$ cat src/rtl/i2c_seq_pkg.sv
// ---------------------------------------------------------------------------
// i2c_seq_pkg
// Shared definitions for the i2c register sequencer:
//   - state_t      : sequencer FSM encodings (IDLE / XFER / DONE)
//   - CMD_WRITE/READ: values of cmd_rw
//   - LEN_1/LEN_2  : values of cmd_len
//   - byte_total() : bytes on the wire per transaction (pointer + data)
// ---------------------------------------------------------------------------
package i2c_seq_pkg;

    typedef enum logic [1:0] {
        IDLE = 2'd0,
        XFER = 2'd1,
        DONE = 2'd2
    } state_t;

    localparam logic CMD_WRITE = 1'b0;
    localparam logic CMD_READ  = 1'b1;

    localparam logic LEN_1 = 1'b0;
    localparam logic LEN_2 = 1'b1;

    // Pointer byte plus one or two data bytes.
    function automatic logic [1:0] byte_total(input logic len);
        return (len == LEN_2) ? 2'd3 : 2'd2;
    endfunction

endpackage

$ cat src/rtl/i2c_seq_watchdog.sv
// ---------------------------------------------------------------------------
// i2c_seq_watchdog
// Counts clk cycles while 'run' is high; 'clear' reloads the count to 0.
// 'expired' is asserted combinationally in the cycle the count sits at
// TIMEOUT_CYCLES-1 with run high and no clear, so the owner reacts on the
// following edge, exactly TIMEOUT_CYCLES cycles after the last clear.
// Ports:
//   clk, reset : clock, synchronous active-high reset
//   clear      : reload counter to 0
//   run        : count enable
//   expired    : timeout reached
// ---------------------------------------------------------------------------
module i2c_seq_watchdog #(
    parameter int TIMEOUT_CYCLES = 200000
) (
    input  logic clk,
    input  logic reset,
    input  logic clear,
    input  logic run,
    output logic expired
);

    localparam int W = (TIMEOUT_CYCLES > 1) ? $clog2(TIMEOUT_CYCLES) : 1;
    localparam logic [W-1:0] LAST = W'(TIMEOUT_CYCLES - 1);

    logic [W-1:0] cnt_q;

    always_ff @(posedge clk) begin
        if (reset) begin
            cnt_q <= '0;
        end else if (clear) begin
            cnt_q <= '0;
        end else if (run && (cnt_q != LAST)) begin
            cnt_q <= cnt_q + 1'b1;
        end
    end

    // An edge arriving in the final cycle still wins over the timeout.
    assign expired = run & ~clear & (cnt_q == LAST);

endmodule

$ cat src/rtl/i2c_reg_sequencer.sv
// ---------------------------------------------------------------------------
// i2c_reg_sequencer
// Turns a single register command into the ena/rw/data_wr handshake of the
// byte-level i2c_master, counting busy rise/fall edges to step through the
// pointer byte and 1-2 data bytes, and returns a single rsp_valid pulse.
//   Write: [ptr][d0]([d1])            rw stays 0
//   Read : [ptr] Sr [d0]([d1])        rw set to 1 after the pointer starts
// Ports:
//   clk, reset                   : clock, synchronous active-high reset
//   cmd_valid/cmd_ready          : command handshake
//   cmd_rw, cmd_len, cmd_reg,
//   cmd_wdata                    : command fields
//   rsp_valid, rsp_data, rsp_err : one-cycle response
//   m_ena, m_addr, m_rw,
//   m_data_wr                    : to i2c_master
//   m_busy, m_data_rd,
//   m_ack_error                  : from i2c_master
// Optional: define I2C_SEQ_TIMEOUT_EN to add a watchdog that aborts a
// transaction after TIMEOUT_CYCLES cycles without a busy edge.
// ---------------------------------------------------------------------------
module i2c_reg_sequencer
    import i2c_seq_pkg::*;
#(
    parameter logic [6:0] DEV_ADDR       = 7'h5A,
    parameter bit         LSB_FIRST      = 1'b1,
    parameter int         TIMEOUT_CYCLES = 200000
) (
    input  logic        clk,
    input  logic        reset,
    input  logic        cmd_valid,
    output logic        cmd_ready,
    input  logic        cmd_rw,
    input  logic        cmd_len,
    input  logic [7:0]  cmd_reg,
    input  logic [15:0] cmd_wdata,
    output logic        rsp_valid,
    output logic [15:0] rsp_data,
    output logic        rsp_err,
    output logic        m_ena,
    output logic [6:0]  m_addr,
    output logic        m_rw,
    output logic [7:0]  m_data_wr,
    input  logic        m_busy,
    input  logic [7:0]  m_data_rd,
    input  logic        m_ack_error
);

    state_t      state_q;
    logic        busy_q;
    logic [1:0]  rise_cnt_q;
    logic [1:0]  fall_cnt_q;
    logic        rw_q;
    logic        len_q;
    logic [15:0] wdata_q;
    logic [15:0] rd_q;
    logic        err_q;
    logic        m_ena_q;
    logic        m_rw_q;
    logic [7:0]  m_data_wr_q;
    logic        rsp_valid_q;
    logic [15:0] rsp_data_q;
    logic        rsp_err_q;

    logic        rise;
    logic        fall;
    logic        accept;
    logic        timeout;
    logic [1:0]  total;
    logic [1:0]  rise_cnt_d;
    logic [1:0]  fall_cnt_d;
    logic [7:0]  wr_byte;
    logic        capture_hi;
    logic [15:0] rd_d;
    logic        err_d;

    assign rise      = m_busy & ~busy_q;
    assign fall      = ~m_busy & busy_q;
    assign cmd_ready = (state_q == IDLE) & ~m_busy;
    assign accept    = cmd_valid & cmd_ready;
    assign total     = byte_total(len_q);
    assign rise_cnt_d = rise_cnt_q + 2'd1;
    assign fall_cnt_d = fall_cnt_q + 2'd1;

    // Data byte to present after rise k (k = 1: first data byte, k = 2:
    // second). A single-byte command always uses the low byte.
    always_comb begin
        wr_byte = wdata_q[7:0];
        if (rise_cnt_d == 2'd1) begin
            wr_byte = (LSB_FIRST || (len_q == LEN_1)) ? wdata_q[7:0] : wdata_q[15:8];
        end else begin
            wr_byte = LSB_FIRST ? wdata_q[15:8] : wdata_q[7:0];
        end
    end

    // Read byte landing on fall j: j = 2 is the first data byte, j = 3 the
    // second. Mirrors the write-side byte ordering.
    always_comb begin
        capture_hi = 1'b0;
        if (fall_cnt_d == 2'd2) begin
            capture_hi = !LSB_FIRST && (len_q == LEN_2);
        end else begin
            capture_hi = LSB_FIRST;
        end
    end

    always_comb begin
        rd_d = rd_q;
        if ((state_q == XFER) && fall && (rw_q == CMD_READ) && (fall_cnt_d >= 2'd2)) begin
            if (capture_hi) begin
                rd_d[15:8] = m_data_rd;
            end else begin
                rd_d[7:0] = m_data_rd;
            end
        end
    end

    assign err_d = err_q | ((state_q == XFER) & m_ack_error);

`ifdef I2C_SEQ_TIMEOUT_EN
    logic wd_expired;

    i2c_seq_watchdog #(
        .TIMEOUT_CYCLES(TIMEOUT_CYCLES)
    ) u_watchdog (
        .clk     (clk),
        .reset   (reset),
        .clear   (accept | rise | fall),
        .run     (state_q == XFER),
        .expired (wd_expired)
    );

    assign timeout = wd_expired;
`else
    logic unused_timeout_cfg;
    assign unused_timeout_cfg = (TIMEOUT_CYCLES == 0);
    assign timeout = 1'b0;
`endif

    always_ff @(posedge clk) begin
        if (reset) begin
            state_q     <= IDLE;
            busy_q      <= 1'b0;
            rise_cnt_q  <= 2'd0;
            fall_cnt_q  <= 2'd0;
            rw_q        <= CMD_WRITE;
            len_q       <= LEN_1;
            wdata_q     <= 16'h0000;
            rd_q        <= 16'h0000;
            err_q       <= 1'b0;
            m_ena_q     <= 1'b0;
            m_rw_q      <= 1'b0;
            m_data_wr_q <= 8'h00;
            rsp_valid_q <= 1'b0;
            rsp_data_q  <= 16'h0000;
            rsp_err_q   <= 1'b0;
        end else begin
            busy_q      <= m_busy;
            rsp_valid_q <= 1'b0;
            case (state_q)
                IDLE: begin
                    if (accept) begin
                        rw_q        <= cmd_rw;
                        len_q       <= cmd_len;
                        wdata_q     <= cmd_wdata;
                        rd_q        <= 16'h0000;
                        err_q       <= 1'b0;
                        rise_cnt_q  <= 2'd0;
                        fall_cnt_q  <= 2'd0;
                        m_ena_q     <= 1'b1;
                        m_rw_q      <= 1'b0;
                        m_data_wr_q <= cmd_reg;
                        state_q     <= XFER;
                    end
                end
                XFER: begin
                    err_q <= err_d;
                    rd_q  <= rd_d;
                    if (timeout) begin
                        m_ena_q     <= 1'b0;
                        err_q       <= 1'b1;
                        rsp_valid_q <= 1'b1;
                        rsp_err_q   <= 1'b1;
                        rsp_data_q  <= rd_d;
                        state_q     <= DONE;
                    end else if (rise) begin
                        rise_cnt_q <= rise_cnt_d;
                        if (rise_cnt_d == total) begin
                            // Master has latched the last byte; no more to queue.
                            m_ena_q <= 1'b0;
                        end else if (rw_q == CMD_WRITE) begin
                            m_data_wr_q <= wr_byte;
                        end else begin
                            // Pointer byte is underway; the next byte is a read,
                            // which the master turns into a repeated start.
                            m_rw_q <= 1'b1;
                        end
                    end else if (fall) begin
                        fall_cnt_q <= fall_cnt_d;
                        if (fall_cnt_d == total) begin
                            rsp_valid_q <= 1'b1;
                            rsp_err_q   <= err_d;
                            rsp_data_q  <= rd_d;
                            state_q     <= DONE;
                        end
                    end
                end
                DONE: begin
                    state_q <= IDLE;
                end
                default: begin
                    state_q <= IDLE;
                end
            endcase
        end
    end

    assign m_addr    = DEV_ADDR;
    assign m_ena     = m_ena_q;
    assign m_rw      = m_rw_q;
    assign m_data_wr = m_data_wr_q;
    assign rsp_valid = rsp_valid_q;
    assign rsp_data  = rsp_data_q;
    assign rsp_err   = rsp_err_q;

endmodule

$ cat config.mk
export PLATFORM = sky130hd
export DESIGN_NAME = i2c_reg_sequencer
export DESIGN_NICKNAME = d
export VERILOG_FILES = /design/src/rtl/i2c_seq_pkg.sv /design/src/rtl/i2c_seq_watchdog.sv /design/src/rtl/i2c_reg_sequencer.sv
export SDC_FILE = /design/constraint.sdc
export NUM_CORES = 1
export LEC_CHECK = 0
export CAP_MARGIN = 20
export CORE_MARGIN = 8
export CORE_UTILIZATION = 48
export CTS_CLUSTER_DIAMETER = 40
export DETAILED_ROUTE_END_ITERATION = 16
export PLACE_DENSITY = 0.86
export SYNTH_ARGS = -nofsm -noshare
export SYNTH_HDL_FRONTEND = slang
export SYNTH_SLANG_ARGS = --single-unit
$ cat constraint.sdc
create_clock -name clk -period 2.2 [get_ports clk]
set_input_delay 0.44 -clock clk [delete_from_list [all_inputs] [get_ports clk]]
set_output_delay 0.44 -clock clk [all_outputs]
set_load 0.005 [all_outputs]
==> reports/results.tsv <==
metric	value	unit
CTS tree	done	
first-pass GRT wire length	12300	microns
critical path peak fanout	13	
clock sink total	70	
sequential element share of the synthesized area	47.9	%
YS warnings	0	
GP Congestion	0.817	
Vias	2620	
1st-pass router iterations	4	
Final period util	96.3	%
grt total ovfl	0	
clock latency at the later pin of the worst-skew pair	330	ps
most frequent cells in the layout	dfxtp_1 (70), clkdlybuf4s50_1 (65), nand2_1 (57)	
Avg Synthesized Cell Area	8.92	sq um
1st-iter DRT viols	171	
RSZ-0062 raised after global routing	false	
crit end category	flop	
WP data required	2450	ps
synth unique cells	43	
CP Class	input pin to flop	
number of I/O pins	75	
Root Driver	clkbuf_8	
Die Area	8850	sq um
Setup Skew	11.8	ps
Worst EP arrival	2370	ps
Overall Global Routing Usage	17.4	%
Final setup violation count	0	
run status	finished clean	
Post-route DRC	0	
Synth Instances	328	
Worst setup SP type	input pin	
total routed wirelength	7770	microns
Num CTS Buffers	9	
Hold WS	453	ps
Core Util, Final	66.7	%
HP Class	flop to flop	
Yosys reg bits	70	
Pleak	1.48	nW
row cnt	28	
initial antenna violation count	0	
relative slew slack	43.5	%
Cell Pwr Density	672	nW/um^2
worst vdd ir	408	uV
Initial Util	49.4	%
pin count of the biggest net entering global routing	38	
Core Box Area	5920	sq um
Die Height	94.1	microns
dpl hpwl	5420	microns
wire per inst	16.2	microns
vias in the first global route	2489	
Final nets	441	
commonest non-fill, non-tap cell in the layout	dfxtp_1	
antenna viol nets, final	0	
Mapped Area	2930	sq um
layout cells sized above 1	11.9	%
Tmin final	2120	ps
I/O Buffers	67	
Fin. Hold Viols	0	
max cap viols	0	
measured slew at the worst slew-check pin	842	ps
Final Slew Violations	0	
die span in x	94.1	microns
H-tree levels	3	
vias per cell	5.46	
clk slew on worst S/H paths	80	ps
Max Fclk	0.472	GHz
Layout area overhead	34.9	%
n_diodes	0	
Clock Tree Buf Depth	2	
## cells in the mapped netlist (all sizes together)
| cell type | instances | area [sq um] |
|---|---|---|
| nor4bb | 1 | 10.0 |
| or4b | 1 | 10.0 |
| nand3b | 1 | 7.51 |
| xnor2 | 1 | 8.76 |
| a21boi | 1 | 7.51 |
| nand4bb | 1 | 11.3 |
| mux2 | 8 | 90.1 |
| nor4b | 1 | 8.76 |
| a32o | 1 | 11.3 |
| xor2 | 1 | 8.76 |
| inv | 5 | 18.8 |
| and3 | 1 | 6.26 |
| nand2 | 57 | 214 |
| or4bb | 1 | 11.3 |
| nor2 | 26 | 97.6 |
| clkbuf | 20 | 75.1 |
| conb | 2 | 7.51 |
| dfxtp | 70 | 1400 |
| buf | 10 | 72.6 |
| and2b | 1 | 7.51 |
| a22o | 16 | 140 |
| a311oi | 8 | 70.1 |
| nor3b | 1 | 7.51 |
| a21oi | 31 | 155 |
| o21ai | 9 | 45.0 |
| nor3 | 4 | 25.0 |
| o41ai | 1 | 8.76 |
| nand2b | 1 | 6.26 |
| o22ai | 1 | 6.26 |
| a31oi | 2 | 12.5 |
| nor4 | 2 | 12.5 |
| or3 | 9 | 56.3 |
| nand3 | 1 | 5.00 |
| and2 | 1 | 6.26 |
| mux2i | 16 | 160 |
| ha | 2 | 25.0 |
| a211oi | 9 | 67.6 |
| and4bb | 1 | 12.5 |
| nor2b | 3 | 18.8 |
## registers in the layout, indices dropped and copies added (netlist names)
register / cells
err_q: 1
rw_q: 1
rise_cnt_q: 2
rsp_err: 1
m_ena: 1
len_q: 1
rd_q: 16
busy_q: 1
rsp_data: 16
wdata_q: 16
m_data_wr: 8
m_rw: 1
state_q: 2
fall_cnt_q: 2
rsp_valid: 1
## report_power, final
part / leakage [nW] / switching (W) / internal (W)
registers: 0.567 / 0.0000200 / 0.00130
logic: 0.810 / 0.000127 / 0.000148
clock network: 0.106 / 0.000476 / 0.000586
total: 1.48 / 0.000624 / 0.00203
## worst max-delay path: stages
cell	delay, ps
clkdlybuf4s50_1	520
or4bb_1	510
a32o_2	320
or3_1	400
a21oi_1	180
## routing by layer
metal	track usage, %	up-vias	share of wire [%]	routed length, microns
met3	3.92	8	5.5	430
met5	0	-	0	0
met1	21.1	1238	42	3230
met4	7.27	0	1.7	133
met2	29.0	92	51	3980
li1	-	1282	-	-
## metrics by stage
stage	power, W	cells	cell area (sq um)	worst slack [ps]	setup TNS [ps]
finish	0.00265	480	3950	81.2	0
global route	0.00274	480	3950	10.2	0
CTS	0.00267	480	3950	43.3	0
detailed placement	0.00162	464	3740	-241	-3540
global placement	0.00161	464	3740	-144	-2440
floorplan	0.00147	333	2950	241	0
## final timing paths
kind	from	end	slack, ps	cells after the start
max reg2reg	fall_cnt_q[0]$_SDFFE_PP0P_	rd_q[11]$_SDFFE_PP0P_	120	5
max	m_busy	m_data_wr[0]$_SDFFE_PP0P_	80	5
min reg2reg	wdata_q[3]$_SDFFE_PP0P_	wdata_q[3]$_SDFFE_PP0P_	450	2
min	wdata_q[3]$_SDFFE_PP0P_	wdata_q[3]$_SDFFE_PP0P_	450	2
## area by class of cell
type	count	area, sq um
clock buffer	11	151
clock inverter	5	56.3
fill	465	1970
inverter	5	18.8
multi-input combinational	228	1390
sequential	70	1400
tap	75	93.8
timing repair buffer	86	836
## cell families after synthesis
family,Yosys count,share of synthesized area (%)
AND/OR/NAND/NOR,114,18.3
adder cells (fa/ha/maj),2,0.855
multiplexers,24,8.55
XOR/XNOR,2,0.599
other,2,0.257
AO/OA/AOI/OAI,79,17.9
flip-flops,70,47.9
buffers and inverters,35,5.69
## repair_timing
item	4_1_cts	5_1_grt
hold buffers	0	0
resized for setup	0	1
endpoints found under the setup margin	0	1
setup buffers	0	0
(Power assumes the default switching activity.)
